<file path="src/rtl/instr_sequencer_if.sv">
// Program-load and issue signals shared between instr_sequencer and whatever drives it.
// The master side loads the store and starts runs; the slave side is the sequencer.
interface instr_sequencer_if #(
    parameter int INSTR_WIDTH = 20,
    parameter int ADDR_W      = 4
);
    logic                   prog_we;
    logic [ADDR_W-1:0]      prog_addr;
    logic [INSTR_WIDTH-1:0] prog_wdata;
    logic                   start;
    logic                   abort;
    logic [INSTR_WIDTH-1:0] instruction;
    logic                   instr_valid;
    logic [ADDR_W-1:0]      pc;
    logic                   busy;
    logic                   done;

    modport master (
        output prog_we, prog_addr, prog_wdata, start, abort,
        input  instruction, instr_valid, pc, busy, done
    );

    modport slave (
        input  prog_we, prog_addr, prog_wdata, start, abort,
        output instruction, instr_valid, pc, busy, done
    );
endinterface

</file>
<file path="src/rtl/instr_sequencer.sv">
// Program-driven instruction source for simple_cpu: each stored word is held for a class-dependent cycle count.
// Optional macro INSTR_SEQ_LOOP_EN makes the program restart at address 0 instead of finishing.
module instr_sequencer #(
    parameter int INSTR_WIDTH = 20,
    parameter int PROG_DEPTH  = 16,
    parameter int ADDR_W      = 4,
    parameter int HOLD_ALU    = 3,
    parameter int HOLD_STORE  = 3,
    parameter int HOLD_LOAD   = 4
) (
    input  logic              clk,
    input  logic              rst,
    instr_sequencer_if.slave  bus
);
    localparam int CNT_W = 8;

    typedef enum logic [1:0] {IDLE, ISSUE, DONE} state_t;

    state_t                 state;
    logic [INSTR_WIDTH-1:0] mem [PROG_DEPTH];
    logic [INSTR_WIDTH-1:0] instruction_q;
    logic                   valid_q;
    logic                   busy_q;
    logic                   done_q;
    logic [ADDR_W-1:0]      pc_q;
    logic [CNT_W-1:0]       hold_cnt;

    logic [ADDR_W-1:0]      next_pc;
    logic [INSTR_WIDTH-1:0] next_word;
    logic [INSTR_WIDTH-1:0] first_word;
    logic                   at_end;
    logic                   write_ok;

    function automatic logic is_halt(input logic [INSTR_WIDTH-1:0] w);
        return w[INSTR_WIDTH-1 -: 2] == 2'b00;
    endfunction

    // Counter reload is hold-1 because the load edge itself counts as the first held cycle.
    function automatic logic [CNT_W-1:0] hold_reload(input logic [INSTR_WIDTH-1:0] w);
        case (w[INSTR_WIDTH-1 -: 2])
            2'b01:   return CNT_W'(HOLD_ALU - 1);
            2'b10:   return CNT_W'(HOLD_LOAD - 1);
            2'b11:   return CNT_W'(HOLD_STORE - 1);
            default: return '0;
        endcase
    endfunction

    assign next_pc    = pc_q + ADDR_W'(1);
    assign next_word  = mem[next_pc];
    assign first_word = mem[0];
    assign at_end     = (pc_q == ADDR_W'(PROG_DEPTH - 1)) || is_halt(next_word);
    assign write_ok   = bus.prog_we && !bus.start && (state != ISSUE);

    // The store is only writable while no program is being issued.
    always_ff @(posedge clk or posedge rst) begin
        if (rst) begin
            for (int i = 0; i < PROG_DEPTH; i++) begin
                mem[i] <= '0;
            end
        end else if (write_ok) begin
            mem[bus.prog_addr] <= bus.prog_wdata;
        end
    end

    always_ff @(posedge clk or posedge rst) begin
        if (rst) begin
            state         <= IDLE;
            instruction_q <= '0;
            valid_q       <= 1'b0;
            busy_q        <= 1'b0;
            done_q        <= 1'b0;
            pc_q          <= '0;
            hold_cnt      <= '0;
        end else begin
            case (state)
                IDLE, DONE: begin
                    if (bus.start) begin
                        if (is_halt(first_word)) begin
                            state  <= DONE;
                            done_q <= 1'b1;
                        end else begin
                            state         <= ISSUE;
                            instruction_q <= first_word;
                            valid_q       <= 1'b1;
                            busy_q        <= 1'b1;
                            done_q        <= 1'b0;
                            pc_q          <= '0;
                            hold_cnt      <= hold_reload(first_word);
                        end
                    end else if (state == DONE && bus.abort) begin
                        state  <= IDLE;
                        done_q <= 1'b0;
                        pc_q   <= '0;
                    end
                end
                ISSUE: begin
                    if (bus.abort) begin
                        state         <= IDLE;
                        instruction_q <= '0;
                        valid_q       <= 1'b0;
                        busy_q        <= 1'b0;
                        pc_q          <= '0;
                    end else if (hold_cnt != '0) begin
                        hold_cnt <= hold_cnt - CNT_W'(1);
                    end else if (at_end) begin
`ifdef INSTR_SEQ_LOOP_EN
                        instruction_q <= first_word;
                        pc_q          <= '0;
                        hold_cnt      <= hold_reload(first_word);
`else
                        state         <= DONE;
                        instruction_q <= '0;
                        valid_q       <= 1'b0;
                        busy_q        <= 1'b0;
                        done_q        <= 1'b1;
`endif
                    end else begin
                        instruction_q <= next_word;
                        pc_q          <= next_pc;
                        hold_cnt      <= hold_reload(next_word);
                    end
                end
                default: state <= IDLE;
            endcase
        end
    end

    assign bus.instruction = instruction_q;
    assign bus.instr_valid = valid_q;
    assign bus.pc          = pc_q;
    assign bus.busy        = busy_q;
    assign bus.done        = done_q;
endmodule
</file>
<file path="src/flat_wrapper.sv">
// flat-port wrapper written by rule: the top's interface ports become plain ports
module instr_sequencer_flat 
#(
    parameter int INSTR_WIDTH = 20,
    parameter int PROG_DEPTH  = 16,
    parameter int ADDR_W      = 4,
    parameter int HOLD_ALU    = 3,
    parameter int HOLD_STORE  = 3,
    parameter int HOLD_LOAD   = 4
)
  (clk, rst, bus_prog_we, bus_prog_addr, bus_prog_wdata, bus_start, bus_abort, bus_instruction, bus_instr_valid, bus_pc, bus_busy, bus_done);
  instr_sequencer_if #(.INSTR_WIDTH(INSTR_WIDTH), .ADDR_W(ADDR_W)) bus_i ();
  input  logic clk;
  input  logic rst;
  input wire logic [$bits(bus_i.prog_we)-1:0] bus_prog_we;
  input wire logic [$bits(bus_i.prog_addr)-1:0] bus_prog_addr;
  input wire logic [$bits(bus_i.prog_wdata)-1:0] bus_prog_wdata;
  input wire logic [$bits(bus_i.start)-1:0] bus_start;
  input wire logic [$bits(bus_i.abort)-1:0] bus_abort;
  output wire logic [$bits(bus_i.instruction)-1:0] bus_instruction;
  output wire logic [$bits(bus_i.instr_valid)-1:0] bus_instr_valid;
  output wire logic [$bits(bus_i.pc)-1:0] bus_pc;
  output wire logic [$bits(bus_i.busy)-1:0] bus_busy;
  output wire logic [$bits(bus_i.done)-1:0] bus_done;
  assign bus_i.prog_we = bus_prog_we;
  assign bus_i.prog_addr = bus_prog_addr;
  assign bus_i.prog_wdata = bus_prog_wdata;
  assign bus_i.start = bus_start;
  assign bus_i.abort = bus_abort;
  assign bus_instruction = bus_i.instruction;
  assign bus_instr_valid = bus_i.instr_valid;
  assign bus_pc = bus_i.pc;
  assign bus_busy = bus_i.busy;
  assign bus_done = bus_i.done;
  instr_sequencer #(.INSTR_WIDTH(INSTR_WIDTH), .PROG_DEPTH(PROG_DEPTH), .ADDR_W(ADDR_W), .HOLD_ALU(HOLD_ALU), .HOLD_STORE(HOLD_STORE), .HOLD_LOAD(HOLD_LOAD)) u_core (.clk(clk), .rst(rst), .bus(bus_i));
endmodule
</file>
<file path="config.mk">
export PLATFORM = sky130hd
export DESIGN_NAME = instr_sequencer_flat
export DESIGN_NICKNAME = d
export VERILOG_FILES = /design/src/rtl/instr_sequencer_if.sv /design/src/rtl/instr_sequencer.sv /design/src/flat_wrapper.sv
export SDC_FILE = /design/constraint.sdc
export NUM_CORES = 1
export LEC_CHECK = 0
export ABC_CLOCK_PERIOD_IN_PS = 29500
export CAP_MARGIN = 25
export CORE_MARGIN = 5
export CORE_UTILIZATION = 50
export CTS_CLUSTER_DIAMETER = 150
export DETAILED_ROUTE_END_ITERATION = 8
export PLACE_DENSITY_LB_ADDON = 0.12
export SYNTH_ARGS = -nofsm -noshare
export SYNTH_HDL_FRONTEND = slang
export SYNTH_SLANG_ARGS = --single-unit
</file>
<file path="constraint.sdc">
create_clock -name clk -period 29.5 [get_ports clk]
set_input_delay 2.95 -clock clk [delete_from_list [all_inputs] [get_ports clk]]
set_output_delay 2.95 -clock clk [all_outputs]
set_load 0.01 [all_outputs]
</file>
==> metrics.md, run 1 <==
| Metric | Value |
|---|---|
| Crit Path Class | `in -> reg` |
| # port buffers | `55` |
| Post-synthesis cell count | `between 1000 and 1500` |
| Fin crit period | `around 5100 ps` |
| Share of cells above drive strength 1 | `0.433` |
| Distinct cells, synth | `50` |
| Syn_nets | `about 1100` |
| # rows | `66` |
| DR WL/cell | `roughly 23 um` |
| Initial antenna violation count | `0` |
| Synth-to-layout area growth | `13.9%` |
| Cells resized by post-CTS repair | `0` |
| Setup violators final | `0` |
| Clock share of power | `0.303` |
| GRT overflow | `0` |
| Switching Share | `0.280` |
| Crit path max fanout | `11` |
| R2r setup slk | `about 25000 ps` |
| RSZ-0062 raised after global routing | `false` |
| Part of the power in registers | `0.437` |
| First-pass DRT Iterations | `5` |
| Mapped Area | `16400 um2` |
| Met2 Usage GRT | `0.346` |
| DRC | `0` |
| Critical path capture point type | `flop` |
| Reg-to-Reg End | `u_core.state[1]` |
| Comb pwr share | `0.260` |
| Worst EP required | `around 30000 ps` |
| Psw | `about 0.45 mW` |
| R2r startpoint | `u_core.bus.pc[0]` |
| Global Route met3 Usage | `0.0316` |
| Hold depth | `1` |
| Post-synth ARST share | `1.00` |
| CTS sink count | `approximately 360` |
| Final Net Count | `approximately 1200` |
| Largest net degree at the start of global routing | `~180` |
| Die height | `191 um` |
| EDFF count, synth | `0` |
| Slew HR | `0.329` |
| CTS HTree Levels | `2` |
| Initial Utilization | `0.506` |
| Core Util, Final | `0.576` |
| Max Fclk | `~200 MHz` |
| Final Hold Vio Count | `0` |
| ANT cells | `0` |
| Warnings from Yosys | `0` |
| Via Count | `between 9000 and 10000` |
| Total GRT Usage | `0.214` |
| Worst-Margin Slew | `approximately 1000 ps` |
| Worst vdd ir | `51.9 uV` |
| Flops & latches, synth | `356` |
| Arrival time worst endpoint | `about 5500 ps` |
| Number of max-cap violations | `0` |
| Reg clk slew, reported paths | `roughly 60 ps` |
| Worst-Skew Late Latency | `520 ps` |
| CTS tree | `built` |
| Worst hold endpoint | `u_core.hold_cnt[7]` |
| Worst r2r path cells | `8` |
| Met1 Use GR | `0.313` |
| Area of the core | `32500 um2` |
| CTS Root Cell | `clkbuf_16` |
| Clock Skews | `about 12 ps` |
| Setup tns final | `0 ps` |
| Clock Tree Buf Depth | `3` |
| Inserted Clock Buffers | `39` |
| Gr busiest metal | `met2` |
| Most common cell after layout, fill and taps aside | `dfrtp_1` |
| Slew Limit Fails | `0` |
| Die area | `roughly 37000 um2` |
| Most frequent cells in the layout | `dfrtp_1, mux2_2, mux4_2` |
| Avg Vias per Cell | `just under 6` |
| Post-CTS Setup Bufs | `0` |
| Sequential share of the synthesized area | `0.542` |
| Vias in the first global route | `between 10000 and 15000` |
| IO Count | `56` |
| Routability Congestion | `0.796` |
| ANT nets after route | `0` |
| Drt total wl | `between 30000 and 40000 um` |
| Outcome | `complete, no violations` |
| Cell Pwr Density | `~86 nW/um2` |
| HPWL after DPL | `21300 um` |
| Mean Syn Cell Area | `about 15 um2` |
| Hold WC Path Type | `reg -> reg` |
| Die width | `~190 um` |
| P_int | `1.16 mW` |
| CP startpoint kind | `input pin` |
| Tcrit/Tclk final | `0.174` |
| Cts hold-fix bufs | `0` |
| First-pass GRT wire length | `between 60000 and 70000 um` |
| Hold Crit Start | `u_core.hold_cnt[7]` |
| Leakage | `just over 8 nW` |
| Iter 0 DRT Violations | `roughly 560` |
| Most common flop cell mapped by yosys | `dfrtp_1` |
[synth_stat cells, drive strengths merged (2+ instances only)]
library cell	n	share of area
dfrtp	356	0.54
mux2	321	0.22
mux4	80	0.11
clkbuf	61	0.014
nand2	38	0.0087
nor2	34	0.0078
buf	31	0.013
mux2i	25	0.016
a31oi	21	0.0080
a211oi	19	0.0087
nor2b	19	0.0072
a211o	18	0.0096
o21ai	15	0.0053
a21oi	11	0.0034
inv	8	0.0018
nand3	7	0.0021
and2b	5	0.0023
nor3	4	0.0012
a22oi	3	0.0014
ha	3	0.0023
and2	2	0.00076
and3	2	0.00076
nand2b	2	0.00076
nand3b	2	0.00091
nor4	2	0.0011
o21a	2	0.00091
o22a	2	0.0011
o22ai	2	0.00076
o31ai	2	0.00091
o41ai	2	0.0011
[critical path, stage by stage]
cell and delay (ps):
clkdlybuf4s50_1 510, inv_1 110, and3_1 250, nor3b_1 420, nand2_1 560, buf_4 430, mux2_2 290
[how the worst max path moves through the flow]
stage / endpoint / slack (ps) / from
after floorplan: u_core.bus.done / 16670 / rst
after global placement: u_core.mem[200] / 23490 / rst
after detailed placement: u_core.mem[200] / 23490 / rst
after CTS: u_core.mem[240] / 24040 / rst
after global routing: u_core.bus.instruction[0] / 24220 / rst
final: u_core.first_word[13] / 24360 / bus_start
[cell families (layout without fill, tap and decap cells)]
logic type / count (synthesis) / count (layout) / synth area share
AO/OA/AOI/OAI: 100 / 100 / 0.0426
XOR/XNOR: 2 / 2 / 0.00198
adder cells (fa/ha/maj): 3 / 3 / 0.00228
buffers and inverters: 100 / 157 / 0.0289
flip-flops: 356 / 356 / 0.542
multiplexers: 426 / 426 / 0.346
AND/OR/NAND/NOR: 123 / 123 / 0.0362
[routing by layer]
layer / vias to the layer above / part of all wire
li1: 4193 / -
met1: 5179 / 0.45
met2: 176 / 0.47
met3: 45 / 0.055
met4: 0 / 0.017
met5: - / 0
[flip-flops by register name, summed over array words and instances (netlist names)]
name,cells
u_core.bus.done,1
u_core.bus.instr_valid,1
u_core.bus.instruction,20
u_core.bus.pc,4
u_core.first_word,20
u_core.hold_cnt,8
u_core.mem,300
u_core.state,2
[power by group through the flow]
| stage | clock network (mW) | registers, mW | logic, mW |
|---|---|---|---|
| 2_1_floorplan | 0 | 0.684 | 0.321 |
| 3_3_place_gp | 0 | 0.705 | 0.414 |
| 3_5_place_dp | 0 | 0.710 | 0.421 |
| 4_1_cts | 0.497 | 0.702 | 0.422 |
| 5_1_grt | 0.519 | 0.719 | 0.460 |
| 6_report | 0.486 | 0.702 | 0.417 |
[stage by stage]
step	hold slack, ps	setup slack, ps	cell area, um2	total power, mW	instances
2_1_floorplan	447	16670	16400	1.01	1110
3_3_place_gp	472	23490	17300	1.12	1537
3_5_place_dp	470	23490	17400	1.13	1538
4_1_cts	486	24040	18700	1.62	1607
5_1_grt	506	24220	18700	1.70	1609
6_report	492	24360	18700	1.61	1609
[cell type report]
class	instances	area, um2
inverter	8	37.5
sequential	356	8910
clock inverter	11	105
multi-input combinational	654	7120
clock buffer	58	1180
tap	442	553
fill	2597	13700
timing repair buffer	80	803
(Power assumes the default switching activity.)
==> run 2: changes to the inputs <==
--- a/config.mk
+++ b/config.mk
@@ -5,7 +5,7 @@
 export SDC_FILE = /design/constraint.sdc
 export NUM_CORES = 1
 export LEC_CHECK = 0
-export ABC_CLOCK_PERIOD_IN_PS = 29500
+export ABC_CLOCK_PERIOD_IN_PS = 5000
 export CAP_MARGIN = 25
 export CORE_MARGIN = 5
 export CORE_UTILIZATION = 50
==> constraint.sdc (replaced) <==
create_clock -name clk -period 5 [get_ports clk]
set_input_delay 0.5 -clock clk [delete_from_list [all_inputs] [get_ports clk]]
set_output_delay 0.5 -clock clk [all_outputs]
set_load 0.01 [all_outputs]
==> run 2 against run 1 <==
Worst setup slack worse by 23000 ps. Clock skew about the same. Hold slack worse by 140 ps. Highest routed layer unchanged.
==> metrics.md, run 2 (same netlist as run 1, synthesis figures left out) <==
| Metric | Value |
|---|---|
| Total GRT Usage | `0.214 (+0.000523)` |
| CP Cell Sequence | `buf_4, nand3_1, xnor2_4, mux2i_2, o21ai_2, buf_4, a211o_1, a31oi_1` |
| Die area | `36600 um2 (unchanged)` |
| Synth-to-layout area growth | `13.6%` |
| Area of the multi-input gates | `7120 um2 (unchanged)` |
| Slew Limit Fails | `0 (unchanged)` |
| Comb pwr share | `0.264 (+0.004)` |
| Die height | `191 um (unchanged)` |
| Iter 0 DRT Violations | `537 (-3.4%)` |
| Setup violators final | `0 (unchanged)` |
| Overall Power | `9.45 mW (+490%)` |
| RSZ-0062 raised after global routing | `false` |
| Via Count | `9509 (-0.88%)` |
| Crit path largest cell delay | `650 ps (+90 ps)` |
| Area of the core | `32500 um2 (unchanged)` |
| Most common cell after layout, fill and taps aside | `dfrtp_1` |
| Most frequent cells in the layout | `dfrtp_1, mux2_2, mux4_2` |
| Final Hold Vio Count | `0 (unchanged)` |
| Cell Pwr Density | `506 nW/um2 (+490%)` |
| Share of cells above drive strength 1 | `0.435 (+0.00183)` |
| First-pass DRT Iterations | `5 (unchanged)` |
| Post-CTS Setup Bufs | `0 (unchanged)` |
| Number of max-cap violations | `0 (unchanged)` |
| CTS sink count | `356 (unchanged)` |
| Largest register FFs | `300 (unchanged)` |
| Fill count | `2626 (+1.1%)` |
| HPWL after DPL | `21700 um (+2.0%)` |
| # rows | `66 (unchanged)` |
| Reg clk slew, reported paths | `60 ps (about the same)` |
| Psw | `2.67 mW (+490%)` |
| Cts hold-fix bufs | `0 (unchanged)` |
| Worst path slowest cell | `buf_4` |
| Crit path max fanout | `45 (+34)` |
| Switching Share | `0.282 (+0.00206)` |
| DR WL/cell | `23.5 um (+0.56%)` |
| Worst-Skew Late Latency | `520 ps (about the same)` |
| Final Net Count | `1172 (+0.085%)` |
| Part of the power in registers | `0.435 (-0.002)` |
| Routability Congestion | `0.786 (-1.2%)` |
| CP bufs+invs | `2 (-1)` |
| Drt total wl | `37800 um (+0.68%)` |
| Outcome | `complete, no violations` |
| Crit-path most repeated cell | `buf_4` |
| GRT overflow | `0 (unchanged)` |
| Vias in the first global route | `9951 (-0.68%)` |
| CTS tree | `built` |
| ANT cells | `0 (unchanged)` |
| Clock share of power | `0.301 (-0.002)` |
| Avg Vias per Cell | `5.90 (-1.0%)` |
| Critical path's top delay family | `buffers and inverters` |
| CTS HTree Levels | `2 (unchanged)` |
| # port buffers | `55 (unchanged)` |
| Post-route cell area | `18700 um2 (-0.26%)` |
| Critical path capture point type | `flop` |
| Worst EP required | `5340 ps (-24560 ps)` |
| ANT nets after route | `0 (unchanged)` |
| FF+latch area | `8910 um2 (unchanged)` |
| Area after DPL | `17400 um2 (about the same)` |
| Worst vdd ir | `243 uV (+370%)` |
| Leakage | `8.09 nW (-0.28%)` |
| Hold WC Path Type | `in -> async` |
| Clock Skews | `11.9 ps (+0.311 ps)` |
| Hold Slack | `347 ps (-145 ps)` |
| Cells resized by post-CTS repair | `0 (unchanged)` |
| Biggest register | `u_core.mem` |
| CTS Root Cell | `clkbuf_16` |
| CP startpoint kind | `flop` |
| Initial antenna violation count | `0 (unchanged)` |
| Tcrit/Tclk final | `0.704` |
| Placed insts | `1540 (+0.13%)` |
| Initial Utilization | `0.506 (unchanged)` |
| P_int | `6.78 mW (+490%)` |
| Fin cells | `1611 (+0.12%)` |
| Largest net degree at the start of global routing | `121 (-32%)` |
| Worst-Margin Slew | `967 ps (-39.6 ps)` |
| IO Count | `56 (unchanged)` |
| Slew HR | `0.353 (+0.0241)` |
| DRC | `0 (unchanged)` |
| Arrival time worst endpoint | `3860 ps (-1670 ps)` |
| First-pass GRT wire length | `60700 um (+0.31%)` |
| Fin crit period | `approximately 3500 ps` |
| Die width | `191 um (unchanged)` |
| Crit Path Class | `reg -> reg` |
| Inserted Clock Buffers | `40 (+2.6%)` |
| Max Fclk | `~280 MHz` |
| Clock Tree Buf Depth | `3 (unchanged)` |
run 2: per-stage QoR:
step	setup TNS (ps)	utilization	setup slack [ps]
after floorplan	-96240	-	-270
after global placement	0	0.535	1510
after detailed placement	0	0.535	1440
after CTS	0	0.575	1440
after global routing	0	0.575	1180
final	0	0.575	1480
run 2: layer usage:
| layer | share of wire | track usage |
|---|---|---|
| met1 | 0.47 | 0.318 |
| met2 | 0.48 | 0.346 |
| met3 | 0.033 | 0.0292 |
| met4 | 0.013 | 0.0390 |
| met5 | 0 | 0 |
run 2: path summary, 6_finish.rpt:
| check | startpoint | endpoint | slack (ps) | cells after the start |
|---|---|---|---|---|
| min reg2reg | u_core.hold_cnt[7] | u_core.hold_cnt[7] | 490 | 1 |
| max in group asynchronous | rst | u_core.mem[254] | 3490 | 3 |
| max reg2reg | u_core.bus.pc[0] | u_core.bus.instruction[17] | 1480 | 8 |
| max | u_core.bus.pc[0] | u_core.bus.instruction[17] | 1480 | 8 |
| min | rst | u_core.first_word[10] | 350 | 2 |
| min in group clk | u_core.hold_cnt[7] | u_core.hold_cnt[7] | 490 | 1 |
run 2: final cells by class:
class / instances / share of cell area
tap: 442 / 0.0296
timing repair buffer: 80 / 0.0409
clock buffer: 61 / 0.0644
multi-input combinational: 654 / 0.381
inverter: 8 / 0.00181
clock inverter: 10 / 0.00422
sequential: 356 / 0.478
run 2: power by group through the flow:
| stage | sequential, mW | clock (mW) | combinational, mW |
|---|---|---|---|
| final | 4.11 | 2.84 | 2.50 |
| after CTS | 4.11 | 2.90 | 2.54 |
| after detailed placement | 4.16 | 0 | 2.53 |
| after global routing | 4.21 | 3.02 | 2.75 |
| after global placement | 4.13 | 0 | 2.49 |
| after floorplan | 4.04 | 0 | 1.89 |
==> run 3: changes to the inputs <==
--- a/config.mk
+++ b/config.mk
@@ -5,7 +5,7 @@
 export SDC_FILE = /design/constraint.sdc
 export NUM_CORES = 1
 export LEC_CHECK = 0
-export ABC_CLOCK_PERIOD_IN_PS = 5000
+export ABC_CLOCK_PERIOD_IN_PS = 3280
 export CAP_MARGIN = 25
 export CORE_MARGIN = 5
 export CORE_UTILIZATION = 50
==> constraint.sdc (replaced) <==
create_clock -name clk -period 3.28 [get_ports clk]
set_input_delay 0.328 -clock clk [delete_from_list [all_inputs] [get_ports clk]]
set_output_delay 0.328 -clock clk [all_outputs]
set_load 0.01 [all_outputs]
==> run 3 against run 2 <==
Clock skew is 5.7 ps higher. Sequential power up 53%. Sequential cell count unchanged. Final cell count rose by 1.8%. Die area did not move. Fmax grew 24%. Critical path type unchanged. Highest routed layer unchanged. Clock-buffer cell count rose by 4.
==> metrics.md, run 3 (same netlist as run 1, synthesis figures left out) <==
| Metric | Value |
|---|---|
| CP startpoint | `u_core.bus.pc[0]` |
| Worst-Margin Slew | `829 ps (-137 ps)` |
| Routability Congestion | `0.790 (+0.42%)` |
| Reg clk slew, reported paths | `60 ps (about the same)` |
| Post-place setup slack | `446 ps (-994 ps)` |
| Most common cell after layout, fill and taps aside | `dfrtp_1` |
| ANT nets after route | `0 (unchanged)` |
| Worst-Skew Late Latency | `530 ps (about the same)` |
| Max Fclk | `353 MHz (+24%)` |
| Biggest register | `u_core.mem` |
| Largest register FFs | `300 (unchanged)` |
| Cell Pwr Density | `773 nW/um2 (+53%)` |
| # rows | `66 (unchanged)` |
| Final Hold Vio Count | `0 (unchanged)` |
| Worst EP required | `3650 ps (-1690 ps)` |
| CTS tree | `built` |
| Post-CTS Setup Bufs | `0 (unchanged)` |
| Number of max-cap violations | `0 (unchanged)` |
| Die area | `36600 um2 (unchanged)` |
| Initial antenna violation count | `0 (unchanged)` |
| GRT overflow | `0 (unchanged)` |
| Cells resized by post-CTS repair | `0 (unchanged)` |
| Arrival time worst endpoint | `3200 ps (-660 ps)` |
| Slew HR | `0.446 (+0.0926)` |
| Avg Vias per Cell | `5.91 (about the same)` |
| First-pass GRT wire length | `62000 um (+2.0%)` |
| # port buffers | `55 (unchanged)` |
| Critical path endpoint | `u_core.bus.instruction[1]` |
| Post-route cell area | `19000 um2 (+1.9%)` |
| DR WL/cell | `23.4 um (-0.18%)` |
| Vias in the first global route | `10200 (+3.0%)` |
| R2r setup slk | `450 ps (-1030 ps)` |
| Iter 0 DRT Violations | `530 (-1.3%)` |
| Hold Slack | `311 ps (-36.4 ps)` |
| Via Count | `9689 (+1.9%)` |
| IO Count | `56 (unchanged)` |
| Fill count | `2602 (-0.91%)` |
| Synth-to-layout area growth | `15.7%` |
| Inserted Clock Buffers | `40 (unchanged)` |
| Hold WC Path Type | `in -> async` |
| Initial Utilization | `0.506 (unchanged)` |
| CP startpoint kind | `flop` |
| CTS HTree Levels | `2 (unchanged)` |
| Leakage | `8.27 nW (+2.2%)` |
| R2r startpoint | `u_core.bus.pc[0]` |
| Crit path max fanout | `25 (-44%)` |
| Most frequent cells in the layout | `dfrtp_1, mux2_2, mux4_2` |
| Final Net Count | `1198 (+2.2%)` |
| Slew Limit Fails | `0 (unchanged)` |
| Reg-to-Reg End | `u_core.bus.instruction[1]` |
| Critical path capture point type | `flop` |
| RSZ-0062 raised after global routing | `false` |
| Area after DPL | `17700 um2 (+1.7%)` |
| Cts hold-fix bufs | `0 (unchanged)` |
| DRC | `0 (unchanged)` |
| HPWL after DPL | `23800 um (+9.8%)` |
| CTS sink count | `356 (unchanged)` |
| First-pass DRT Iterations | `5 (unchanged)` |
| Worst vdd ir | `445 uV (+84%)` |
| CTS Root Cell | `clkbuf_16` |
| Drt total wl | `38400 um (+1.6%)` |
| Clock Tree Buf Depth | `3 (unchanged)` |
| Clock Skews | `17.6 ps (+5.73 ps)` |
| Setup violators final | `0 (unchanged)` |
| Total GRT Usage | `0.218 (+0.00388)` |
| Die height | `191 um (unchanged)` |
| Final critical-path setup slack | `447 ps (-1030 ps)` |
| Fin crit period | `2830 ps (-685 ps)` |
| Largest net degree at the start of global routing | `65 (-46%)` |
| Crit Path Class | `reg -> reg` |
| Core Util, Final | `0.586 (+0.0110)` |
| Worst r2r path cells | `8 (unchanged)` |
| Die width | `191 um (unchanged)` |
| Outcome | `complete, no violations` |
| Tcrit/Tclk final | `0.864 (+0.160)` |
| Area of the core | `32500 um2 (unchanged)` |
| Share of cells above drive strength 1 | `0.442 (+0.00784)` |
| ANT cells | `0 (unchanged)` |
-- run 3: changes by cell type in the layout (fill, tap and decap cells not counted) --
cell | previous run | this run
buf_4 | 23 | 41
buf_12 | 2 | 10
clkinv_2 | 8 | 2
clkbuf_1 | 10 | 14
nand2_1 | 34 | 37
nand2_2 | 4 | 1
bufinv_16 | 1 | 3
clkinv_4 | 0 | 1
clkinvlp_4 | 1 | 2
inv_6 | 1 | 2
-- run 3: metrics by stage --
stage / power, mW / instances / setup TNS, ps
final: 14.7 / 1640 / 0
after global routing: 15.5 / 1640 / 0
after CTS: 14.9 / 1640 / 0
after detailed placement: 10.3 / 1566 / 0
after global placement: 10.2 / 1566 / 0
after floorplan: 9.04 / 1110 / -647330
-- run 3: power by group --
| part | leakage (nW) | switching [mW] | internal, mW |
|---|---|---|---|
| sequential | 4.57 | 0.692 | 5.59 |
| combinational | 3.04 | 1.69 | 2.19 |
| clock | 0.657 | 1.75 | 2.78 |
| total | 8.27 | 4.14 | 10.6 |
-- run 3: how the worst min path moves through the flow --
stage	startpoint	to	slack, ps	cells after the start
finish	rst	u_core.mem[17]	310	2
global route	rst	u_core.mem[17]	360	2
detailed placement	u_core.hold_cnt[7]	u_core.hold_cnt[7]	480	1
global placement	u_core.hold_cnt[7]	u_core.hold_cnt[7]	480	1
CTS	rst	u_core.mem[17]	320	2
floorplan	u_core.hold_cnt[7]	u_core.hold_cnt[7]	450	1
-- run 3: metal layers --
metal  vias to the layer above  wire length, um  global-route usage
met5                         -                0                   0
met4                         0              641              0.0459
met3                        50             1380              0.0347
met2                       172            18200               0.348
met1                      5218            18200               0.322
li1                       4249                -                   -
-- run 3: critical path, cell delays in order (launching register included) --
cell,delay [ps]
dfrtp_4,540
buf_4,470
mux4_2,580
mux2i_1,190
mux2i_2,160
o21ai_2,190
buf_4,320
a211o_1,150
a31oi_1,70
-- run 3: layout make-up --
class	count	area, um2	area share
tap	442	553	0.0291
clock buffer	65	1220	0.0640
clock inverter	9	134	0.00704
inverter	8	33.8	0.00178
multi-input combinational	654	7110	0.374
sequential	356	8910	0.469
timing repair buffer	106	1060	0.0557
